===== config.mk =====
export PLATFORM = sky130hd
export DESIGN_NAME = mem_access
export DESIGN_NICKNAME = d
export VERILOG_FILES = /design/src/rtl/mem_access_pkg.sv /design/src/rtl/mem_access_load_ext.sv /design/src/rtl/mem_access.sv
export SDC_FILE = /design/constraint.sdc
export NUM_CORES = 1
export LEC_CHECK = 0
export ABC_AREA = 1
export BUFFER_PORTS_ARGS = -buffer_cell sky130_fd_sc_hd__buf_2
export CORE_UTILIZATION = 52
export DETAILED_ROUTE_END_ITERATION = 16
export GPL_TIMING_DRIVEN = 0
export PLACE_DENSITY = 0.8
export SYNTH_ARGS = -nofsm -noshare
export SYNTH_HDL_FRONTEND = slang
export SYNTH_SLANG_ARGS = --single-unit

===== constraint.sdc =====
create_clock -name clk -period 5.1 [get_ports clk]
set_input_delay 0.255 -clock clk [delete_from_list [all_inputs] [get_ports clk]]
set_output_delay 0.255 -clock clk [all_outputs]
set_load 0.005 [all_outputs]

===== src/rtl/mem_access_pkg.sv =====
// Shared definitions for the MEM stage: op/funct3 encodings, FSM states,
// the latched request payload and small decode helpers.
package mem_access_pkg;

  localparam int unsigned ADDR_W   = 32;
  localparam int unsigned DATA_W   = 32;
  localparam int unsigned BYTE_W   = 8;
  localparam int unsigned OP_W     = 7;
  localparam int unsigned FUNCT3_W = 3;
  localparam int unsigned REG_W    = 5;
  localparam int unsigned CNT_W    = 3;

  localparam logic [OP_W-1:0] OP_LOAD  = 7'b0000011;
  localparam logic [OP_W-1:0] OP_STORE = 7'b0100011;

  localparam logic [FUNCT3_W-1:0] F3_B  = 3'b000;
  localparam logic [FUNCT3_W-1:0] F3_H  = 3'b001;
  localparam logic [FUNCT3_W-1:0] F3_W  = 3'b010;
  localparam logic [FUNCT3_W-1:0] F3_BU = 3'b100;
  localparam logic [FUNCT3_W-1:0] F3_HU = 3'b101;

  typedef enum logic [1:0] {
    MA_IDLE    = 2'd0,
    MA_ISSUE   = 2'd1,
    MA_CAPTURE = 2'd2,
    MA_DONE    = 2'd3
  } ma_state_t;

  // Request snapshot held for the whole byte-serial sequence.
  typedef struct packed {
    logic                is_store;
    logic [FUNCT3_W-1:0] funct3;
    logic [ADDR_W-1:0]   addr;
    logic [DATA_W-1:0]   data;
    logic [REG_W-1:0]    wd;
    logic                wreg;
  } ma_req_t;

  // Number of bytes moved for a size code (funct3[1:0]).
  function automatic logic [CNT_W-1:0] byte_count(input logic [1:0] sz);
    case (sz)
      2'b00:   return CNT_W'(1);
      2'b01:   return CNT_W'(2);
      default: return CNT_W'(4);
    endcase
  endfunction

  // funct3 codes that actually perform a RAM access.
  function automatic logic f3_valid(input logic is_store, input logic [FUNCT3_W-1:0] f3);
    if (is_store) return (f3 == F3_B) || (f3 == F3_H) || (f3 == F3_W);
    return (f3 == F3_B) || (f3 == F3_H) || (f3 == F3_W) || (f3 == F3_BU) || (f3 == F3_HU);
  endfunction

endpackage


===== src/rtl/mem_access_load_ext.sv =====
// Load result extension: selects/extends the assembled little-endian bytes.
//   funct3  in  load width/sign select
//   raw     in  assembled bytes, byte 0 in [7:0]
//   ext     out extended 32-bit word
module mem_access_load_ext
  import mem_access_pkg::*;
(
  input  logic [FUNCT3_W-1:0] funct3,
  input  logic [DATA_W-1:0]   raw,
  output logic [DATA_W-1:0]   ext
);

  always_comb begin
    ext = '0;
    case (funct3)
      F3_B:    ext = {{24{raw[7]}}, raw[7:0]};
      F3_H:    ext = {{16{raw[15]}}, raw[15:0]};
      F3_W:    ext = raw;
      F3_BU:   ext = {24'h0, raw[7:0]};
      F3_HU:   ext = {16'h0, raw[15:0]};
      default: ext = '0;
    endcase
  end

endmodule


===== src/rtl/mem_access.sv =====
// MEM stage: byte-serial LOAD/STORE on an 8-bit single-port RAM (read data
// valid one cycle after its address), pipeline stall while busy,
// pass-through of non-memory results, and a forwarding tap.
//   clk, rst                          clock, synchronous active-high reset
//   aluop_i/alufunct3_i/me_i/maddr_i  request from EX/MEM
//   wreg_i/wd_i/wdata_i               destination and ALU result / store data
//   mem_a_o/mem_dout_o/mem_wr_o       RAM address, write byte, write strobe
//   mem_din_i                         RAM read byte
//   stall_req_o                       hold IF..EX/MEM
//   wreg_o/wd_o/wdata_o               to MEM/WB
//   wreg_f/wd_f/wdata_f               forwarding tap
module mem_access
  import mem_access_pkg::*;
(
  input  logic                clk,
  input  logic                rst,
  input  logic [OP_W-1:0]     aluop_i,
  input  logic [FUNCT3_W-1:0] alufunct3_i,
  input  logic                me_i,
  input  logic [ADDR_W-1:0]   maddr_i,
  input  logic                wreg_i,
  input  logic [REG_W-1:0]    wd_i,
  input  logic [DATA_W-1:0]   wdata_i,
  output logic [ADDR_W-1:0]   mem_a_o,
  output logic [BYTE_W-1:0]   mem_dout_o,
  output logic                mem_wr_o,
  input  logic [BYTE_W-1:0]   mem_din_i,
  output logic                stall_req_o,
  output logic                wreg_o,
  output logic [REG_W-1:0]    wd_o,
  output logic [DATA_W-1:0]   wdata_o,
  output logic                wreg_f,
  output logic [REG_W-1:0]    wd_f,
  output logic [DATA_W-1:0]   wdata_f
);

  ma_state_t         state;
  ma_req_t           req;
  logic [CNT_W-1:0]  k;
  logic [DATA_W-1:0] cap;
  logic [DATA_W-1:0] ext;

  logic              is_mem;
  logic              is_st_in;
  logic              accept;
  logic [CNT_W-1:0]  last_k;
  logic [1:0]        cap_idx;

  assign is_st_in = (aluop_i == OP_STORE);
  assign is_mem   = me_i && ((aluop_i == OP_LOAD) || is_st_in);
  assign accept   = is_mem && f3_valid(is_st_in, alufunct3_i);
  assign last_k   = byte_count(req.funct3[1:0]) - CNT_W'(1);
  // Read data trails its address by one cycle, so k lands on byte k-1.
  assign cap_idx  = 2'(k - CNT_W'(1));

  mem_access_load_ext u_load_ext (
    .funct3 (req.funct3),
    .raw    (cap),
    .ext    (ext)
  );

  // Sequencer: request latch, byte counter, capture register.
  always_ff @(posedge clk) begin
    if (rst) begin
      state <= MA_IDLE;
      req   <= '0;
      k     <= '0;
      cap   <= '0;
    end else begin
      case (state)
        MA_IDLE: begin
          if (accept) begin
            req.is_store <= is_st_in;
            req.funct3   <= alufunct3_i;
            req.addr     <= maddr_i;
            req.data     <= wdata_i;
            req.wd       <= wd_i;
            req.wreg     <= wreg_i;
            k            <= '0;
            cap          <= '0;
            state        <= MA_ISSUE;
          end
        end
        MA_ISSUE: begin
          if (!req.is_store && (k != '0)) cap[{cap_idx, 3'b000} +: BYTE_W] <= mem_din_i;
          k <= k + CNT_W'(1);
          if (k == last_k) state <= req.is_store ? MA_DONE : MA_CAPTURE;
        end
        MA_CAPTURE: begin
          cap[{cap_idx, 3'b000} +: BYTE_W] <= mem_din_i;
          state <= MA_DONE;
        end
        MA_DONE: state <= MA_IDLE;
        default: state <= MA_IDLE;
      endcase
    end
  end

  // Output decode; IDLE pass-through is combinational from the inputs.
  always_comb begin
    mem_a_o     = '0;
    mem_dout_o  = '0;
    mem_wr_o    = 1'b0;
    stall_req_o = 1'b0;
    wreg_o      = 1'b0;
    wd_o        = '0;
    wdata_o     = '0;
    if (!rst) begin
      case (state)
        MA_IDLE: begin
          if (accept) begin
            stall_req_o = 1'b1;
          end else if (!is_mem) begin
            wreg_o  = wreg_i;
            wd_o    = wd_i;
            wdata_o = wdata_i;
          end
        end
        MA_ISSUE: begin
          stall_req_o = 1'b1;
          mem_a_o     = req.addr + ADDR_W'(k);
          if (req.is_store) begin
            mem_wr_o   = 1'b1;
            mem_dout_o = req.data[{k[1:0], 3'b000} +: BYTE_W];
          end
        end
        MA_CAPTURE: stall_req_o = 1'b1;
        MA_DONE: begin
          wd_o = req.wd;
          if (!req.is_store) begin
            wreg_o  = req.wreg;
            wdata_o = ext;
          end
        end
        default: ;
      endcase
    end
  end

  // Forwarding never advertises a write while the pipeline is held.
  assign wreg_f  = wreg_o & ~stall_req_o;
  assign wd_f    = wd_o;
  assign wdata_f = wdata_o;

endmodule


==> results of run 1 <==
[cells in the mapped netlist, types with 3 or more instances]
library cell / count
o21ai_1: 7
a211oi_2: 38
nand2_2: 4
buf_4: 42
inv_2: 6
nand2_1: 133
clkbuf_1: 19
a21oi_1: 107
nand3_1: 36
dfxtp_1: 111
nor2_1: 147
ha_1: 12
nor2_4: 6
buf_2: 21
a22oi_1: 37
nor3_1: 20
nand4_1: 26
buf_6: 7
inv_1: 132
o21ai_0: 78
nor4_4: 3
[metal layers]
layer / vias to the layer above / GRT usage (%) / routed length, um
met5: - / 0 / 0
met4: 0 / 10.9 / 549
met3: 46 / 4.54 / 2070
met2: 406 / 49.1 / 10100
met1: 3613 / 46.8 / 10300
li1: 3789 / - / -
[cell type report]
type,count,area (um2)
buffer,92,583
clock buffer,11,233
clock inverter,5,58.8
fill,1247,4620
inverter,140,526
multi-input combinational,677,3740
sequential,111,2220
tap,176,220
timing repair buffer,208,1040
[path summary, 6_finish.rpt]
| kind | from | endpoint | slack, ns |
|---|---|---|---|
| worst max-delay path | state[1] | wdata_o[24] | 2.18 |
| worst min-delay path | maddr_i[29] | req[67] | 0.18 |
| worst max register to register | k[0] | cap[0] | 2.61 |
| worst min register to register | req[38] | req[38] | 0.46 |
[worst max-delay path, stage by stage, from the launching register on]
cell     delay [ns]
dfxtp_1        0.40
ha_1           0.41
inv_1          0.07
nor2_1         0.09
inv_1          0.08
nor2_1         0.27
buf_2          0.35
a22oi_1        0.15
nor2_1         0.24
buf_4          0.15
buf_2          0.10
[flip-flops by register name, summed over array words and instances, names as in the netlist]
name,flops
k,3
cap,32
state,2
req,74
[metrics by stage]
stage	setup WS [ns]	hold WS (ns)	cells	util, %
global route	2.11	0.207	1420	65.1
global placement	2.64	0.439	1404	62.9
finish	2.18	0.179	1420	65.1
floorplan	3.12	0.423	1020	-
detailed placement	2.64	0.446	1404	62.9
CTS	2.26	0.177	1420	65.1
[logic make-up after synthesis]
family / share of synthesized area [%]
adders and majority gates: 2.41
buffers and inverters: 15.7
xor gates and xnor gates: 0.248
DFF: 31.4
AOI/OAI and AO/OA: 25.1
and+or+nand+nor: 25.1
[power breakdown]
part / leakage, nW / total (mW) / internal, mW / switching, mW
clock: 0.136 / 0.708 / 0.382 / 0.326
sequential: 0.895 / 0.896 / 0.887 / 0.00874
combinational: 2.76 / 0.657 / 0.269 / 0.388
==> impl_metrics.yaml, run 1 <==
run_status:
  outcome: "finished, final reports clean"
setup_path:
  crit_fanout: 10
  crit_path_end_kind: "output port"
  path_class: "flip-flop to output port"
  critPathArrivalTime_ns: 2.66
  cp-start-kind: "flip-flop"
  critPathRequiredTime_ns: 4.85
  r2r_cells: 8
sta:
  max_slew_margin_pct: 48.0
  fin_crit_sh_pct: 57.2
  skew_ns: 0.00441
  rsz0062_at_grt: "no"
  fmax_ghz: 0.343
  worst_pin_slew_ns: 0.780
  slew_viol_final: 0
  hold_viol: 0
  fin_crit_ns: 2.92
  setup_viol: 0
  tns_ns: 0
pwr:
  power.density_nw_per_um2: 262
  power.total_mw: 2.26
  peakVddDrop_mv: 0.203
  power_leakage_nw: 3.79
clock_network:
  cts_buffers: 9
  clk_path_buf_depth: 2
  cts.sinks: 111
  cts-resized-gates: 0
  cts_root_buffer: "clkbuf_16"
  cts_hold_buf: 0
  clk_pin_slew_worst_paths_ns: 0.07
  clock_latency_ns: 0.35
  htreeDepth: 3
  cts_setup_buffers: 0
  cts_tree: "yes"
place:
  placed_area_um2: 8330
  gp_congestion: 0.937
  dp_hpwl_um: 18000
  io_buffers: 208
min_path:
  whs_path_depth: 3
  worstHoldPathType: "input port to flip-flop"
global_routing:
  grt_first_pass_wirelength_um: 36100
  grt_max_degree: 18
  grt_pass1_vias: 6972
  antenna_found_initial: 0
  track_usage_pct: 32.4
  grt_overflow: 0
floorplanning:
  dieArea_um2: 14100
  start_util_pct: 53.4
  core_area_um2: 13200
  boundaryPins: 209
  row_count: 42
  fp.dieW_um: 119
  dieHeight_um: 119
logic_synthesis:
  ys_seq_elements: 111
  avgSynthCellArea_um2: 6.93
  synth_top_area_share_pct: 31.4
  synth.distinct_cells: 40
  syn_area_um2: 7070
  ys.flop_type: "dfxtp_1"
  synth-edff-count: 0
  syn_nets: 1124
  ys.warnings.count: 0
  seq_area_frac_synth_pct: 31.4
  synth_area_leaders: "dfxtp_1 (31%), nor2_1 (7.8%), a21oi_1 (7.6%)"
  ys_async_sr_fraction_pct: 0
  synth_cells: 1020
  synth_top_area_cell: "dfxtp_1"
route:
  drc: 0
  num_vias: 7854
  via_per_inst: 5.53
  antenna_left: 0
  routedWlPerCell_um: 16.2
  wl_um: 23000
  drt_iter0_markers: 784
  firstDrtPassIters: 5
finish:
  syn_to_final_growth_pct: 22.0
  antennaDiodeCount: 0
  drive_above_1_share_pct: 29.1
  design_area_um2: 8620
  final_common_cell: "buf_2"
  layout_common_cells: "buf_2 (229), nor2_1 (147), nand2_1 (133)"
  nets: 1343
job:
  max_cap_violations: 0
No activity file was read; power rests on OpenSTA's default activity.
==> run 2, diff against run 1 <==
- ABC_AREA: 1 -> 0
- PLACE_DENSITY: 0.8 -> 0.81
- clock period: 5.1 -> 3 ns (I/O delays scaled with it)
==> run 2 against run 1 <==
Effect of this change: routed wire length is 0.21% higher; critical path depth is 2 lower; via count is 1.1% lower; clock-buffer cell count stayed put; setup slack worse by 2.0 ns; clock power is 84% higher; largest power group unchanged.
==> impl_metrics.yaml, run 2 <==
pwr:
  power.density_nw_per_um2: 365
  power_leakage_nw: 3.54
  peakVddDrop_mv: 0.318
  power.total_mw: 3.09
route:
  num_vias: 7766
  drc: 0
  firstDrtPassIters: 5
  antenna_left: 0
  routedWlPerCell_um: 17.6
  via_per_inst: 5.92
  wl_um: 23100
  drt_iter0_markers: 820
min_path:
  worstHoldPathType: "input port to flip-flop"
  hold_end: "req[47]"
  whs_path_depth: 3
  hp-start: "maddr_i[9]"
logic_synthesis:
  synth_top_area_cell: "dfxtp_1"
  ys_seq_elements: 111
  synth.distinct_cells: 61
  synth-edff-count: 0
  seq_area_frac_synth_pct: 32.4
  syn_nets: 1020
  ys_async_sr_fraction_pct: 0
  ys.warnings.count: 0
  synth_top_area_share_pct: 32.4
  yosysMostFrequentCell: "nand2_1"
  synth_area_leaders: "dfxtp_1 (32%), nand2_1 (11%), a21oi_1 (8.4%)"
  avgSynthCellArea_um2: 7.48
  synth_cells: 916
  synthTopCellsByCount: "nand2_1 (207), a21oi_1 (115), dfxtp_1 (111), clkbuf_1 (55), nor2_1 (39)"
  syn_area_um2: 6850
  ys.flop_type: "dfxtp_1"
setup_path:
  crit_fanout: 10
  critPathRequiredTime_ns: 2.85
  critPathArrivalTime_ns: 2.72
  worst_r2r_startpoint: "k[0]"
  path_class: "flip-flop to output port"
  r2r-end: "cap[2]"
  cp-start-kind: "flip-flop"
  r2r_cells: 10
  r2r_slack_ns: 0.17
  crit_path_end_kind: "output port"
global_routing:
  use_met1_pct: 43.6
  grt_max_degree: 18
  grt_use_met2_pct: 52.9
  grt_first_pass_wirelength_um: 34500
  antenna_found_initial: 0
  track_usage_pct: 33.3
  grt_pass1_vias: 6724
  grt_overflow: 0
  busiest_layer: "met2"
  met3_usage_pct: 6.80
sta:
  tns_ns: 0
  layout_setup_ws_ns: 0.133
  worst_pin_slew_ns: 0.783
  hold_viol: 0
  max_slew_margin_pct: 47.7
  skew_ns: 0.00950
  fin_crit_ns: 2.87
  fmax_ghz: 0.349
  fin_crit_sh_pct: 95.6
  whs_ns: 0.0264
  setup_viol: 0
  slew_viol_final: 0
finish:
  antennaDiodeCount: 0
  drive_above_1_share_pct: 26.5
  reg_top3: "req (74), cap (32), k (3)"
  syn_to_final_growth_pct: 23.3
  largest_register_ffs: 74
  fillers: 1163
  layout_common_cells: "buf_2 (224), nand2_1 (207), a21oi_1 (114)"
  nets: 1239
  final_common_cell: "buf_2"
  fin_util_pct: 66.4
  top_register: "req"
clock_network:
  cts_buffers: 9
  cts_root_buffer: "clkbuf_16"
  clk_path_buf_depth: 2
  cts_setup_buffers: 0
  htreeDepth: 3
  cts_hold_buf: 0
  clk_pin_slew_worst_paths_ns: 0.08
  clock_latency_ns: 0.36
  cts_tree: "yes"
  cts.sinks: 111
place:
  dp_slack_ns: 0.0733
  io_buffers: 208
  gp_congestion: 0.933
  dp_hpwl_um: 17500
floorplanning:
  row_count: 41
  start_util_pct: 53.9
  boundaryPins: 209
  dieArea_um2: 13600
  dieHeight_um: 117
  fp.dieW_um: 117
  core_area_um2: 12700
run_status:
  outcome: "finished, final reports clean"
job:
  max_cap_violations: 0
## run 2: how the worst max path moves through the flow
stage | startpoint | end | slack [ns] | cells past startpoint
after floorplan | k[0] | cap[0] | 0.63 | 10
after global placement | k[0] | cap[19] | 0.13 | 9
after detailed placement | k[1] | cap[21] | 0.07 | 8
after CTS | req[71] | wdata_o[23] | 0.01 | 7
after global routing | req[71] | wdata_o[23] | -0.004 | 7
final | state[0] | wdata_o[8] | 0.13 | 8
## run 2: worst max-delay path: stages, from the launching register on
cell and delay (ns):
dfxtp_1 0.46, ha_1 0.37, nand2b_1 0.12, a21oi_2 0.32
clkbuf_1 0.43, a22oi_1 0.15, nor2_1 0.27, buf_4 0.16
buf_2 0.10
## run 2: repair_timing
action                                  CTS  global route
endpoints found under the setup margin    4            83
pin swaps                                 0             0
gates resized for setup                   1            16
endpoints found under the hold margin     0             0
## run 2: cells by family (layout without fill, tap and decap cells)
logic type	count (synthesis)	after routing	share of synthesized area, %
xor+xnor	9	9	1.15
mux	27	27	5.40
buf+inv	133	356	9.60
compound gates	249	249	23.0
simple gates	374	374	26.0
fa+ha+maj	13	13	2.48
flops	111	111	32.4
## run 2: stage by stage
step | instance area [um2] | cells
after detailed placement | 8110 | 1296
after CTS | 8420 | 1311
after global placement | 8110 | 1296
final | 8450 | 1311
after global routing | 8450 | 1311
after floorplan | 6850 | 916
## run 2: power by group
group | leakage, nW | switching, mW | internal, mW
logic | 2.50 | 0.169 | 0.143
clock network | 0.151 | 0.562 | 0.735
registers | 0.894 | 0.00240 | 1.47
## run 2: area by class of cell
type	count	area, um2	share of cell area (%)
sequential	111	2220	26.3
clock inverter	4	77.6	0.918
multi-input combinational	672	4000	47.3
tap	172	215	2.55
timing repair buffer	208	1040	12.3
inverter	22	82.6	0.977
clock buffer	11	233	2.75
buffer	111	587	6.94
## run 2: layer usage
metal / wire length [um] / share of wire, %
met1: 9470 / 41
met2: 10300 / 45
met3: 2250 / 9.7
met4: 1030 / 4.4
met5: 0 / 0
==> run 3, diff against run 2 <==
--- a/config.mk
+++ b/config.mk
@@ -10,2 +10,3 @@
 export CORE_UTILIZATION = 52
+export CTS_CLUSTER_SIZE = 8
 export DETAILED_ROUTE_END_ITERATION = 16
==> constraint.sdc (replaced) <==
create_clock -name clk -period 3 [get_ports clk]
set_input_delay 0.45 -clock clk [delete_from_list [all_inputs] [get_ports clk]]
set_output_delay 0.45 -clock clk [all_outputs]
set_load 0.005 [all_outputs]
==> run 3 against run 2 <==
Effect of this change: total power increased by 0.24%; largest cell class unchanged; final area increased by 2.0%; flip-flop and latch count unchanged; clock-buffer cell count unchanged; sequential power is essentially flat; first-iteration DRC count increased by 13%; global-route usage up 0.20 points; core utilization up 1.3 points.
==> impl_metrics.yaml, run 3 (synthesis results as in run 2) <==
global_routing:
  grt_pass1_vias: 6733
  grt_max_degree: 18
  antenna_found_initial: 0
  grt_overflow: 0
  track_usage_pct: 33.5
  grt_first_pass_wirelength_um: 34800
place:
  placed_cells: 1296
  gp_congestion: 0.933
  dp_hpwl_um: 17500
  placed_area_um2: 8110
  io_buffers: 208
finish:
  top_register: "req"
  reg_top3: "req (74), cap (32), k (3)"
  design_area_um2: 8620
  syn_to_final_growth_pct: 25.8
  final_common_cell: "buf_2"
  multi_input_area_um2: 4100
  largest_register_ffs: 74
  fillers: 1139
  drive_above_1_share_pct: 29.4
  antennaDiodeCount: 0
  fin_util_pct: 67.8
  layout_common_cells: "buf_2 (222), nand2_1 (207), a21oi_1 (110)"
  register_area_um2: 2230
  fin_cells: 1315
  nets: 1243
pwr:
  power_leakage_nw: 3.62
  peakVddDrop_mv: 0.310
  power.density_nw_per_um2: 359
floorplanning:
  dieArea_um2: 13600
  boundaryPins: 209
  fp.dieW_um: 117
  dieHeight_um: 117
  start_util_pct: 53.9
  row_count: 41
  core_area_um2: 12700
clock_network:
  cts_tree: "yes"
  cts.sinks: 111
  clk_pin_slew_worst_paths_ns: 0.08
  cts_hold_buf: 0
  cts_root_buffer: "clkbuf_16"
  htreeDepth: 3
  cts_buffers: 9
  clock_latency_ns: 0.36
  clk_path_buf_depth: 2
setup_path:
  worstPathCellList: "ha_4 > fa_2 > a21o_1 > nand4_1 > buf_6 > or4_1 > a21oi_1 > buf_2"
  cpMaxStageDelayCell: "or4_1"
  crit_buf_inv: 2
  critPathArrivalTime_ns: 2.51
  path_class: "flip-flop to output port"
  cp_top_family: "simple AND/OR/NAND/NOR gates"
  critPathRequiredTime_ns: 2.55
  crit_path_end_kind: "output port"
  r2r_slack_ns: 0.22
  cp-start-kind: "flip-flop"
  crit_fanout: 5
  max_stage_delay_ns: 0.49
sta:
  fin_crit_ns: 2.96
  skew_ns: 0.00810
  fmax_ghz: 0.338
  setup_viol: 0
  slew_viol_final: 0
  whs_ns: 0.326
  max_slew_margin_pct: 44.3
  tns_ns: 0
  worst_pin_slew_ns: 0.833
  fin_crit_sh_pct: 98.5
  hold_viol: 0
min_path:
  worstHoldPathType: "input port to flip-flop"
job:
  max_cap_violations: 0
route:
  wl_um: 23400
  drc: 0
  routedWlPerCell_um: 17.8
  num_vias: 7787
  via_per_inst: 5.92
  drt_iter0_markers: 925
  antenna_left: 0
  firstDrtPassIters: 5
run_status:
  outcome: "finished, final reports clean"
==> run 3: path summary, 6_finish.rpt <==
| kind | from | to | cells past startpoint |
|---|---|---|---|
| max | k[0] | mem_a_o[30] | 8 |
| min | maddr_i[9] | req[47] | 3 |
| max reg2reg | k[0] | cap[2] | 10 |
| min reg2reg | req[4] | req[4] | 2 |
==> run 3: stage by stage <==
stage | power [mW] | setup slack, ns
2_1_floorplan | 1.65 | 0.633
3_3_place_gp | 1.82 | 0.0433
3_5_place_dp | 1.82 | 0.00626
4_1_cts | 3.08 | -0.0148
5_1_grt | 3.17 | -0.0364
6_report | 3.09 | 0.0435
==> run 3: routing by layer <==
layer / routed length (um) / vias up / GRT usage, %
met2: 10700 / 446 / 53.4
met4: 909 / 0 / 15.5
met5: 0 / - / 0
li1: - / 3668 / -
met3: 2130 / 62 / 6.28
met1: 9670 / 3611 / 44.2
==> run 3: worst register-to-register path, cell delays in order (launching register included) <==
cell and delay, ns:
dfxtp_2 0.40, buf_2 0.24, clkbuf_4 0.27, inv_1 0.13
ha_1 0.21, nor2b_1 0.14, o21a_1 0.19, clkbuf_1 0.25
clkbuf_2 0.28, o41ai_1 0.38, o41ai_1 0.16
==> run 3: timing repair <==
action                                  4_1_cts  5_1_grt
gates resized for setup                      21       43
pin swaps                                     1        1
cloned                                        0        1
endpoints found under the setup margin       91       89
setup buffers                                 1        3
==> run 3: final cells by class <==
type / count / share of cell area (%)
inverter: 22 / 0.958
multi-input combinational: 672 / 47.5
tap: 172 / 2.50
clock inverter: 4 / 0.900
buffer: 110 / 7.12
sequential: 111 / 25.8
clock buffer: 11 / 2.70
timing repair buffer: 213 / 12.5
==> run 3: power breakdown <==
part	leakage, nW	total (mW)	internal (mW)	switching (mW)
Clock	0.151	1.30	0.735	0.565
Combinational	2.57	0.316	0.145	0.171
Sequential	0.896	1.48	1.47	0.00266
Total	3.62	3.09	2.35	0.739
